### config.mk
export PLATFORM = sky130hd
export DESIGN_NAME = uart_framed_tx
export DESIGN_NICKNAME = d
export VERILOG_FILES = /design/src/rtl/uart_pkg.sv /design/src/rtl/sync_fifo.sv /design/src/rtl/uart_framed_tx.sv
export SDC_FILE = /design/constraint.sdc
export NUM_CORES = 1
export LEC_CHECK = 0
export CORE_AREA = 2 2 109 111
export DETAILED_ROUTE_END_ITERATION = 7
export DIE_AREA = 0 0 111 113
export PLACE_DENSITY = 0.95
export SLEW_MARGIN = 5
export SYNTH_ARGS = -nofsm -noshare
export SYNTH_HDL_FRONTEND = slang
export SYNTH_SLANG_ARGS = --single-unit
### constraint.sdc
create_clock -name clk -period 8.4 [get_ports clk]
set_input_delay 1.68 -clock clk [delete_from_list [all_inputs] [get_ports clk]]
set_output_delay 1.68 -clock clk [all_outputs]
set_load 0.01 [all_outputs]
### src/rtl/uart_pkg.sv
// Shared definitions for the framed UART transmitter: parity modes,
// transmit FSM states and elaboration-time helpers.
package uart_pkg;

    // Parity mode encodings used by the PARITY parameter
    localparam int PARITY_NONE = 0;
    localparam int PARITY_ODD  = 1;
    localparam int PARITY_EVEN = 2;

    // Transmit FSM states, one per segment of the serial frame
    typedef enum logic [2:0] {
        IDLE  = 3'd0,
        START = 3'd1,
        DATA  = 3'd2,
        PAR   = 3'd3,
        STOP  = 3'd4
    } tx_state_t;

    // Bit period in clk cycles, rounded to the nearest whole cycle
    function automatic int calc_div(input int clk_freq, input int baud);
        return (clk_freq + baud / 2) / baud;
    endfunction

    // Parity bit for a (zero-extended) payload: even parity is the XOR of
    // the data bits, odd parity is its inverse
    function automatic logic parity_bit(input logic [7:0] data, input int mode);
        return (^data) ^ (mode == PARITY_ODD);
    endfunction

endpackage

### src/rtl/sync_fifo.sv
// Single-clock FIFO with occupancy count. Pushes while full and pops while
// empty are ignored so the pointers can never run past each other.
module sync_fifo #(
    parameter int WIDTH = 8,
    parameter int AW    = 4
) (
    input  logic             clk,
    input  logic             rst,
    input  logic             push,
    input  logic [WIDTH-1:0] wr_data,
    input  logic             pop,
    output logic [WIDTH-1:0] rd_data,
    output logic [AW:0]      count,
    output logic             full,
    output logic             empty
);

    localparam int DEPTH = 1 << AW;
    localparam logic [AW:0] DEPTH_CNT = DEPTH[AW:0];

    logic [WIDTH-1:0] mem [DEPTH];
    logic [AW-1:0]    wr_ptr;
    logic [AW-1:0]    rd_ptr;
    logic [AW:0]      count_q;
    logic             do_push;
    logic             do_pop;

    assign full    = (count_q == DEPTH_CNT);
    assign empty   = (count_q == '0);
    assign count   = count_q;
    assign do_push = push && !full;
    assign do_pop  = pop && !empty;
    assign rd_data = mem[rd_ptr];

    // Storage array: written on an accepted push, contents need no reset
    always_ff @(posedge clk) begin
        if (do_push) begin
            mem[wr_ptr] <= wr_data;
        end
    end

    // Pointers wrap naturally at 2^AW; the count tracks push minus pop
    always_ff @(posedge clk) begin
        if (!rst) begin
            wr_ptr  <= '0;
            rd_ptr  <= '0;
            count_q <= '0;
        end else begin
            if (do_push) begin
                wr_ptr <= wr_ptr + AW'(1);
            end
            if (do_pop) begin
                rd_ptr <= rd_ptr + AW'(1);
            end
            case ({do_push, do_pop})
                2'b10:   count_q <= count_q + (AW+1)'(1);
                2'b01:   count_q <= count_q - (AW+1)'(1);
                default: count_q <= count_q;
            endcase
        end
    end

endmodule

### src/rtl/uart_framed_tx.sv
// Framed UART transmitter: bytes are queued in a FIFO and sent as
// start / data (LSB first) / optional parity / stop bits, frames back to
// back while the FIFO holds data. The serial line is driven from a flop.
module uart_framed_tx
    import uart_pkg::*;
#(
    parameter int CLK_FREQ  = 100_000_000,
    parameter int BAUD      = 9600,
    parameter int DATA_BITS = 8,
    parameter int PARITY    = 0,
    parameter int STOP_BITS = 1,
    parameter int FIFO_AW   = 4
) (
    input  logic                 clk,
    input  logic                 rst,
    input  logic                 in_valid,
    input  logic [DATA_BITS-1:0] in_data,
    output logic                 in_ready,
    output logic                 dout,
    output logic                 busy,
    output logic [FIFO_AW:0]     fifo_count
);

    localparam int DIV    = calc_div(CLK_FREQ, BAUD);
    localparam int BAUD_W = (DIV > 1) ? $clog2(DIV) : 1;

    localparam logic [BAUD_W-1:0] BAUD_LAST = BAUD_W'(DIV - 1);
    localparam logic [2:0]        DATA_LAST = 3'(DATA_BITS - 1);
    localparam logic [2:0]        STOP_LAST = 3'(STOP_BITS - 1);

    tx_state_t              state_q, next_state;
    logic [BAUD_W-1:0]      baud_q, baud_d;
    logic [2:0]             bit_q, bit_d;
    logic [DATA_BITS-1:0]   shift_q, shift_d;
    logic                   par_q, par_d;
    logic                   dout_q, dout_d;
    logic                   bit_end;
    logic                   start_frame;
    logic                   pop;
    logic                   push;
    logic                   fifo_full;
    logic                   fifo_empty;
    logic [DATA_BITS-1:0]   fifo_rd_data;

    assign push     = in_valid && in_ready;
    assign in_ready = !fifo_full;
    assign dout     = dout_q;
    assign busy     = (state_q != IDLE) || !fifo_empty;
    assign bit_end  = (baud_q == BAUD_LAST);

    sync_fifo #(
        .WIDTH (DATA_BITS),
        .AW    (FIFO_AW)
    ) u_fifo (
        .clk     (clk),
        .rst     (rst),
        .push    (push),
        .wr_data (in_data),
        .pop     (pop),
        .rd_data (fifo_rd_data),
        .count   (fifo_count),
        .full    (fifo_full),
        .empty   (fifo_empty)
    );

    // State, counters, shift register and the registered serial line
    always_ff @(posedge clk) begin
        if (!rst) begin
            state_q <= IDLE;
            baud_q  <= '0;
            bit_q   <= '0;
            shift_q <= '0;
            par_q   <= 1'b0;
            dout_q  <= 1'b1;
        end else begin
            state_q <= next_state;
            baud_q  <= baud_d;
            bit_q   <= bit_d;
            shift_q <= shift_d;
            par_q   <= par_d;
            dout_q  <= dout_d;
        end
    end

    // Next-state logic; dout_d is the line level for the segment being entered
    always_comb begin
        next_state  = state_q;
        baud_d      = (state_q == IDLE || bit_end) ? '0 : baud_q + BAUD_W'(1);
        bit_d       = bit_q;
        shift_d     = shift_q;
        par_d       = par_q;
        dout_d      = dout_q;
        start_frame = 1'b0;
        pop         = 1'b0;

        case (state_q)
            IDLE: begin
                dout_d      = 1'b1;
                start_frame = !fifo_empty;
            end
            START: begin
                if (bit_end) begin
                    next_state = DATA;
                    bit_d      = '0;
                    dout_d     = shift_q[0];
                end
            end
            DATA: begin
                if (bit_end) begin
                    if (bit_q == DATA_LAST) begin
                        bit_d = '0;
                        if (PARITY != PARITY_NONE) begin
                            next_state = PAR;
                            dout_d     = par_q;
                        end else begin
                            next_state = STOP;
                            dout_d     = 1'b1;
                        end
                    end else begin
                        bit_d   = bit_q + 3'd1;
                        shift_d = shift_q >> 1;
                        dout_d  = shift_q[1];
                    end
                end
            end
            PAR: begin
                if (bit_end) begin
                    next_state = STOP;
                    bit_d      = '0;
                    dout_d     = 1'b1;
                end
            end
            STOP: begin
                if (bit_end) begin
                    if (bit_q == STOP_LAST) begin
                        if (!fifo_empty) begin
                            start_frame = 1'b1;
                        end else begin
                            next_state = IDLE;
                            bit_d      = '0;
                            dout_d     = 1'b1;
                        end
                    end else begin
                        bit_d = bit_q + 3'd1;
                    end
                end
            end
            default: begin
                next_state = IDLE;
                dout_d     = 1'b1;
            end
        endcase

        if (start_frame) begin
            pop        = 1'b1;
            next_state = START;
            baud_d     = '0;
            bit_d      = '0;
            shift_d    = fifo_rd_data;
            par_d      = parity_bit(8'(fifo_rd_data), PARITY);
            dout_d     = 1'b0;
        end
    end

endmodule

**After elaboration in Yosys (flattened, before gate mapping)**

Memories as Yosys holds them, arrays and structs flattened. A register that Yosys moved wholly into a read port is not among the register bits.
Index checks and enable logic that the tools add are counted.

- Bits in registers: 42
- Latch bits: 0
- Bits in writable memories: 128
- ROM bits: 0
- Output and inout port bits: 8
- Memories: 1

- Add/subtract/negate cells: 6
- Multiply operators: 0
- Div/mod/pow operators: 0
- $lt $le $gt $ge: 0
- Eq/ne operators: 27
- Shifts and indexed selects: 0
- Muxes and demuxes: 38
- Bitwise logic cells: 2
- Reduce and logical (&&, ||, !) cells: 23

Memories:

| memory | words | width | rd ports | clocked after Yosys merged registers in | write ports | RTL line | source |
|---|---|---|---|---|---|---|---|
| u_fifo.mem | 16 | 8 | 1 | 1 | 1 | sync_fifo.sv:21 | `logic [WIDTH-1:0] mem [DEPTH];` |

Operators by type and width:

| kind | count |
|---|---|
| $mux 3 | 12 |
| $mux 8 | 4 |
| $ne 3x3->1 const B | 8 |
| $ne 2x2->1 const B | 9 |
| $reduce_and 8->1 | 2 |
| $mux 1 | 15 |
| $pmux 3 s5 | 1 |
| $add 14x1->14 const B | 1 |
| $eq 14x14->1 const B | 1 |
| $pmux 5 s2 | 1 |
| $pmux 3 s3 | 1 |
| $add 4x1->4 const B | 2 |
| $mux 4 | 2 |
| $eq 3x2->1 const B | 2 |
| $eq 3x3->1 const B | 2 |
| $logic_not 3->1 | 2 |
| $reduce_and 6->1 | 1 |
| $reduce_bool 2->1 | 3 |
| $reduce_bool 3->1 | 2 |
| $add 5x1->5 const B | 1 |
| $eq 5x5->1 const B | 1 |
| $logic_not 5->1 | 1 |
| $reduce_and 5->1 | 1 |
| $sub 5x1->5 const B | 1 |
| other kinds (14) | 20 |

**Logic depth before layout (Yosys ltp)**

Gate-level depths: netlist of run 1.

- Depth in word-level cells: 9
- Gate-level depth with buffers: 15
- Mapped depth without buffers: 14

**Hierarchy**

A second synthesis of run 1 with hierarchy kept.

- Cell total of the unflattened synthesis: 519
- Area, all modules: 7621.1 µm²

Modules (own cells, without submodules):

| module | times used | cells an instance | area an instance (µm²) | sequential area each (µm²) |
|---|---|---|---|---|
| sync_fifo | 1 | 331 | 5931.9 | 4184.0 |
| uart_framed_tx | 1 | 188 | 1689.1 | 580.6 |

**Worst setup path after synthesis of run 1**

No wires, ideal clock.

- Path type: input-to-reg
- Start point: input in_valid
- End point: register u_fifo.count_q[4] (netlist: u_fifo.count[4])
- Arrival: 3.841 ns
- Data required time: 8.283 ns
- Slack: 4.442 ns
- Stages on the path: 13
- Cells stage by stage: inv_1 > a21oi_1 > clkbuf_1 > inv_1 > ha_1 > clkbuf_1 > xor2_1 > ha_1 > o21a_1 > o21ai_0 > nand2b_1 > o311a_1 > a22o_1

- Word-level cells in the longest chain between the ends: 4

Ends and longest elaborated chain:

| item | RTL line | source |
|---|---|---|
| from (decl) | uart_framed_tx.sv:16 | `input logic in_valid,` |
| $logic_and 1x1->1 * | uart_framed_tx.sv:45 | `assign push = in_valid && in_ready;` |
| $logic_and 1x1->1 * | sync_fifo.sv:31 | `assign do_push = push && !full;` |
| $eq 2x1->1 or $eq 2x2->1 (tied branches) | sync_fifo.sv:55 | `case ({do_push, do_pop})` |
| $pmux 5 s2 or $reduce_bool 2->1 (tied branches) | - |  |
| to (signal assigned) | sync_fifo.sv:56 | `2'b10: count_q <= count_q + (AW+1)'(1);` |
| to (signal assigned) | sync_fifo.sv:57 | `2'b01: count_q <= count_q - (AW+1)'(1);` |
| to (signal assigned) | sync_fifo.sv:58 | `default: count_q <= count_q;` |
| to (decl) | sync_fifo.sv:24 | `logic [AW:0] count_q;` |

Mark *: on every way between the ends. The rest lies on a longest branch, timed or not.
A chain may end at the register's enable or synchronous reset.

**Worst setup path after layout of run 1**

Ends and elaborated chain as after synthesis.

==> summary.md, run 1 <==
| Metric | Value |
|---|---|
| DRT Pass-1 Iters | 5 |
| Max frequency | 225 MHz |
| Number of global-route vias before repair | 4367 |
| Slew @ Worst Pin | 1.27 ns |
| Post-synth EDFFs | 128 |
| RSZ-0062 raised after global routing | no |
| DRC Markers | 0 |
| Final worst clock skew | 0.0133 ns |
| Area contributors post-synth | edfxtp_1 (52%), dfxtp_1 (12%), mux4_2 (9.8%), mux2i_1 (3.3%), nor2_1 (2.9%) |
| Starting Density | 0.654 |
| Worst EP arrival | 4.75 ns |
| Worst skew pair latency | 0.43 ns |
| Vias/cell | 6.49 |
| Main combinational cell family by area after synthesis | multiplexers |
| Detail Placement HPWL | 9010 um |
| Total grt overflow | 0 |
| CP Cell Sequence | clkdlybuf4s50_1 > inv_1 > a21oi_1 > inv_1 > ha_1 > xor2_1 > ha_1 > o21a_1 > o21ai_0 > nand2b_1 > o311a_1 > a22o_1 |
| Setup tns final | 0 ns |
| Via count | 4371 |
| DR WL/cell | 21.5 um |
| Worst slew margin | 0.147 |
| Final WL | 14500 um |
| Setup CP Type | in -> reg |
| Seq cells post-synth | 174 |
| R2r worst-path depth | 14 |
| Hold Crit Depth | 2 |
| Maximum clock insertion buffer count | 2 |
| First-pass GRT wire length | 23100 um |
| Worst EP required | 8.71 ns |
| Tot GR Track Use | 0.245 |
| Commonest non-fill, non-tap cell in the layout | edfxtp_1 |
| Net Count, Synth | 531 |
| Clock sinks | 174 |
| Final Wtd Congestion | 0.814 |
| Share of the synthesized area in the top cell type | 0.521 |
| RR Endpoint | u_fifo.count[4] |
| Netlist cell types | 57 |
| Status | complete, no violations |
| Worst path max stage delay | 0.67 ns |
| CP max stage cell | a21oi_1 |
| Die span in x | 111 um |
| Antenna Cells | 0 |
| Leading area contributor after synthesis | edfxtp_1 |
| Pwr Density | 288 nW/um2 |
| FF-to-FF Start | bit_q[0] |
| CP endpoint kind | register |
| Root Buffer | clkbuf_16 |
| Mapped Cells | 507 |
| Clock edge transition at the registers on the reported setup and hold paths | 0.07 ns |
| Antenna Violating Nets Remaining | 0 |
| Simple-gate share of the synthesized area | 0.0920 |
| Pwr Total | 2.35 mW |
| Post-synthesis cell area | 7370 um2 |
| WHS Endpoint | shift_q[2] |
| Post-synthesis compound-gate area fraction | 0.0541 |
| Max-cap violations | 0 |
| Ys Warns | 0 |
| Critical path fanouts, max | 11 |
| Die height | 113 um |
| Fin. Hold Viols | 0 |
| Leakage | 2.61 nW |
| Adder-cell share of the synthesized area | 0.0221 |
| Hold_buf cts | 0 |
| Tcrit/Tclk final | 0.529 |
| Commonest cells after routing, fill and taps aside | edfxtp_1 (128), nor2_1 (57), dfxtp_1 (45), mux4_2 (32), nand2_1 (25) |
| Cts bufs inserted | 17 |
| Hold_sp | shift_q[2] |
| CTS resizes | 0 |
| Area delta synth->final | 10.4% |
| Synth Flop Type | edfxtp_1 |
| Area share of xor/xnor cells in the synthesized design | 0.0238 |
| Die area | 12500 um2 |
| Slew Limit Fails | 0 |
| Multi-input logic area | 2410 um2 |
| Worst VDD drop | 0.000230 V |
| Syn_area_per_cell | 14.5 um2 |
| Fin nets | 543 |
| 1st-iter DRT viols | 584 |
| Post-CTS Setup Repair Bufs | 0 |
| Proportion of layout cells with a drive suffix above 1 | 0.147 |
| Io pins | 19 |
| Sequential share of the synthesized area | 0.646 |
| # setup viols final | 0 |
| Largest net degree at the start of global routing | 33 |
| Worst Hold Class | reg -> reg |
| FF/Latch Area | 4770 um2 |
| # fillers | 645 |
| # rows | 39 |
| Core Footprint | 11300 um2 |
| Post-synthesis async set-or-reset flop share | 0 |
| Post-synthesis mux area share | 0.135 |
| Final worst path period need | 4.44 ns |
| # H-tree levels | 4 |
| Initial antenna violation count | 0 |
| PortBufs | 18 |
| Crit start category | input port |
| Internal reg-to-reg setup slack | 4.69 ns |
| CTS tree | done |
synth_stat cells, drive strengths merged (2+ instances only):
library cell	count
a211oi	4
a21oi	17
a22oi	5
a311oi	4
a31oi	2
a41oi	2
and3	2
and4	2
and4bb	2
buf	12
clkbuf	15
dfxtp	46
edfxtp	128
ha	13
inv	17
mux2	3
mux2i	24
mux4	32
nand2	25
nand2b	6
nand3	12
nand4	7
nor2	58
nor2b	4
nor3	7
o211ai	4
o21ai	10
o22ai	3
or2	2
or3	2
or4	3
xnor2	8
xor2	12
cells by family (layout without fill, tap and decap cells):
| kind of cell | count (synthesis) | after routing |
|---|---|---|
| DFF | 174 | 174 |
| xor gates and xnor gates | 20 | 20 |
| adders and majority gates | 13 | 13 |
| AOI/OAI and AO/OA | 59 | 59 |
| and+or+nand+nor | 138 | 138 |
| muxes | 59 | 59 |
| buffers and inverters | 44 | 68 |
power breakdown:
| part | internal (mW) | switching (mW) | total (mW) |
|---|---|---|---|
| clock | 0.377 | 0.326 | 0.703 |
| combinational | 0.269 | 0.311 | 0.580 |
| sequential | 0.986 | 0.0768 | 1.06 |
flip-flops by register name, indices dropped and copies added (netlist names), named ones only:
signal,count
state_q,3
u_fifo.wr_ptr,4
baud_q,14
bit_q,3
u_fifo.mem,128
shift_q,8
dout,1
u_fifo.rd_ptr,4
u_fifo.count,5
area by class of cell:
cell class              instances  area share
inverters                      17     0.00784
well taps                     143      0.0220
flip-flops and latches        174       0.585
clock buffers                  18      0.0527
multi-input cells             289       0.297
repair buffers                 20      0.0240
clock inverters                13      0.0114
per-stage QoR:
stage / utilization / setup WS (ns) / area [um2] / std cells / hold WS, ns
2_1_floorplan: - / 4.44 / 7370 / 507 / 0.441
3_3_place_gp: 0.675 / 3.72 / 7610 / 643 / 0.453
3_5_place_dp: 0.675 / 3.57 / 7610 / 643 / 0.463
4_1_cts: 0.722 / 4.01 / 8140 / 674 / 0.471
5_1_grt: 0.722 / 3.70 / 8140 / 674 / 0.489
6_report: 0.722 / 3.96 / 8140 / 674 / 0.472
how the worst max path moves through the flow:
stage | startpoint | end
finish | in_valid | u_fifo.count[4]
global route | in_valid | u_fifo.count[4]
CTS | in_valid | u_fifo.count[4]
detailed placement | in_valid | u_fifo.count[4]
global placement | in_valid | u_fifo.count[4]
floorplan | in_valid | u_fifo.count[4]
routing by layer:
layer,vias up,part of all wire,track usage
li1,1946,-,-
met1,2182,0.39,0.303
met2,210,0.53,0.420
met3,33,0.066,0.0680
met4,0,0.020,0.0900
met5,-,0,0
worst max-delay path: cells and delay by family:
family                     cells  cell delay (ns)
xor gates and xnor gates       1             0.20
buffers and inverters          3             0.67
AOI/OAI and AO/OA              5             1.53
and+or+nand+nor                1             0.09
adders and majority gates      2             0.58
Power figures use the tool's default switching activity.
==> inputs of run 2 (changes only) <==
--- a/config.mk
+++ b/config.mk
@@ -5,10 +5,10 @@
 export SDC_FILE = /design/constraint.sdc
 export NUM_CORES = 1
 export LEC_CHECK = 0
-export CORE_AREA = 2 2 109 111
+export CORE_AREA = 2 2 119 121
 export DETAILED_ROUTE_END_ITERATION = 7
-export DIE_AREA = 0 0 111 113
-export PLACE_DENSITY = 0.95
+export DIE_AREA = 0 0 121 123
+export PLACE_DENSITY = 0.86
 export SLEW_MARGIN = 5
 export SYNTH_ARGS = -nofsm -noshare
 export SYNTH_HDL_FRONTEND = slang
==> constraint.sdc (replaced) <==
create_clock -name clk -period 3.97 [get_ports clk]
set_input_delay 0.794 -clock clk [delete_from_list [all_inputs] [get_ports clk]]
set_output_delay 0.794 -clock clk [all_outputs]
set_load 0.01 [all_outputs]
==> summary.md, run 2 (same netlist as run 1, synthesis figures left out) <==
| Metric | Value |
|---|---|
| Pre-CTS setup slack | 0.449 ns |
| Max-cap violations | 0 |
| Status | complete, no violations |
| RR Endpoint | u_fifo.count[4] |
| Internal reg-to-reg setup slack | 0.35 ns |
| Setup tns final | 0 ns |
| Max frequency | 277 MHz |
| CTS resizes | 0 |
| WHS Endpoint | shift_q[7] |
| Worst Hold Class | reg -> reg |
| Largest register by flop count | u_fifo.mem |
| Via count | 4269 |
| Largest net degree at the start of global routing | 27 |
| # setup viols final | 0 |
| CP max stage cell | a21o_2 |
| Clock sinks | 174 |
| Worst skew pair latency | 0.43 ns |
| Post-route cell area | 8260 um2 |
| # H-tree levels | 4 |
| 1st-iter DRT viols | 486 |
| Kind of cell adding the most delay to the critical path | compound AO/OA/AOI/OAI gates |
| Final Wtd Congestion | 0.843 |
| Proportion of layout cells with a drive suffix above 1 | 0.159 |
| Largest registers | u_fifo.mem (128), baud_q (14), shift_q (8) |
| Fin. Hold Viols | 0 |
| Critical path fanouts, max | 22 |
| Slew Limit Fails | 0 |
| Antenna Violating Nets Remaining | 0 |
| Core Footprint | 13600 um2 |
| Setup CP Type | reg -> reg |
| Detail Placement HPWL | 9220 um |
| Die height | 123 um |
| Worst VDD drop | 0.000353 V |
| Most used cell along the critical path | ha_1 |
| First-pass GRT wire length | 23100 um |
| # rows | 43 |
| Starting Density | 0.542 |
| Vias/cell | 5.92 |
| Cts bufs inserted | 17 |
| Maximum clock insertion buffer count | 2 |
| DR WL/cell | 19.6 um |
| Clock edge transition at the registers on the reported setup and hold paths | 0.07 ns |
| Leakage | 2.67 nW |
| Hold Crit Depth | 2 |
| R2r worst-path depth | 14 |
| CP Cell Sequence | inv_1 > ha_1 > nor4bb_1 > nand4_1 > a21o_2 > inv_2 > ha_1 > xor2_1 > ha_1 > o21a_1 > o21ai_0 > nand2b_1 > o311a_1 > a22o_1 |
| Initial antenna violation count | 0 |
| Die area | 14900 um2 |
| Crit start category | register |
| Worst slew margin | 0.237 |
| FF-to-FF Start | bit_q[0] |
| Slew @ Worst Pin | 1.14 ns |
| Root Buffer | clkbuf_16 |
| DRC Markers | 0 |
| Pwr Total | 5.03 mW |
| Tot GR Track Use | 0.212 |
| Die span in x | 121 um |
| PortBufs | 18 |
| Final worst clock skew | 0.0137 ns |
| DRT Pass-1 Iters | 5 |
| Antenna Cells | 0 |
| Final WL | 14200 um |
| Hold_ws | 0.482 ns |
| Commonest cells after routing, fill and taps aside | edfxtp_1 (128), nor2_1 (57), dfxtp_1 (45), mux4_2 (32), nand2_1 (25) |
| CP Launch Point | bit_q[0] |
| Worst EP arrival | 3.93 ns |
| Largest register FFs | 128 |
| Post-CTS Setup Repair Bufs | 0 |
| RSZ-0062 raised after global routing | no |
| Final worst path period need | 3.62 ns |
| CP endpoint kind | register |
| Tcrit/Tclk final | 0.911 |
| Pwr Density | 608 nW/um2 |
| CTS tree | done |
| Io pins | 19 |
| Commonest non-fill, non-tap cell in the layout | edfxtp_1 |
| Hold_sp | shift_q[7] |
| Worst EP required | 4.29 ns |
| Buf+Inv Stages, Crit Path | 2 |
| Worst path max stage delay | 0.45 ns |
| Fin nets | 552 |
| Total grt overflow | 0 |
| Post-Place Cell Area | 7730 um2 |
| Hold_buf cts | 0 |
| Area delta synth->final | 12.1% |
| Final worst slack | 0.355 ns |
| Number of global-route vias before repair | 4379 |
run 2: cell types whose count changed in the layout (fill, tap and decap cells not counted):
| cell | before | now |
|---|---|---|
| nor3_2 | 1 | 0 |
| clkinvlp_4 | 2 | 0 |
| clkinv_4 | 3 | 2 |
| buf_4 | 2 | 11 |
| nor3_1 | 6 | 7 |
| clkinv_1 | 2 | 3 |
| inv_8 | 1 | 3 |
| inv_6 | 2 | 4 |
| clkinv_2 | 3 | 2 |
run 2: power breakdown:
group	total (mW)	internal [mW]	leakage (nW)	switching (mW)
Clock	1.52	0.813	0.268	0.710
Combinational	1.23	0.590	0.868	0.640
Sequential	2.27	2.09	1.53	0.188
run 2: worst max path at each step:
stage	endpoint	slack (ns)	cells past startpoint
3_5_place_dp	u_fifo.count[4]	0.45	12
5_1_grt	u_fifo.count[4]	0.1	14
2_1_floorplan	u_fifo.count[4]	0.85	14
4_1_cts	u_fifo.count[4]	0.39	14
3_3_place_gp	u_fifo.count[4]	0.61	14
6_report	u_fifo.count[4]	0.35	14
run 2: stage by stage:
stage | utilization | cells
after CTS | 0.607 | 721
final | 0.607 | 721
after detailed placement | 0.568 | 689
after global placement | 0.568 | 689
after floorplan | - | 507
after global routing | 0.607 | 721
run 2: final cells by class:
class | count | area, um2
clock buffers | 18 | 429
clock inverters | 14 | 108
fillers | 980 | 5350
inverters | 17 | 63.8
multi-input cells | 289 | 2410
flip-flops and latches | 174 | 4770
well taps | 180 | 225
repair buffers | 29 | 263
run 2: routing by layer:
| metal | global-route usage | up-vias | wire [um] | part of all wire |
|---|---|---|---|---|
| met5 | 0 | - | 0 | 0 |
| met4 | 0.0879 | 0 | 314 | 0.022 |
| met3 | 0.0530 | 26 | 911 | 0.064 |
| met2 | 0.367 | 161 | 7290 | 0.51 |
| met1 | 0.254 | 2116 | 5650 | 0.40 |
| li1 | - | 1966 | - | - |
run 2: worst register-to-register path, delay by kind of cell, from the launching register on:
| kind | cells | cell delay (ns) |
|---|---|---|
| AOI/OAI and AO/OA | 5 | 1.36 |
| adders and majority gates | 3 | 0.76 |
| and+or+nand+nor | 3 | 0.71 |
| DFF | 1 | 0.33 |
| buffers and inverters | 2 | 0.24 |
| xor gates and xnor gates | 1 | 0.12 |
==> inputs of run 3 (changes only) <==
--- a/config.mk
+++ b/config.mk
@@ -8,6 +8,7 @@
 export CORE_AREA = 2 2 119 121
 export DETAILED_ROUTE_END_ITERATION = 7
 export DIE_AREA = 0 0 121 123
+export HOLD_SLACK_MARGIN = 0.02
 export PLACE_DENSITY = 0.86
 export SLEW_MARGIN = 5
 export SYNTH_ARGS = -nofsm -noshare
==> results of run 3 <==
Same layout as run 2: the final DEF is identical, and so are final timing and power.
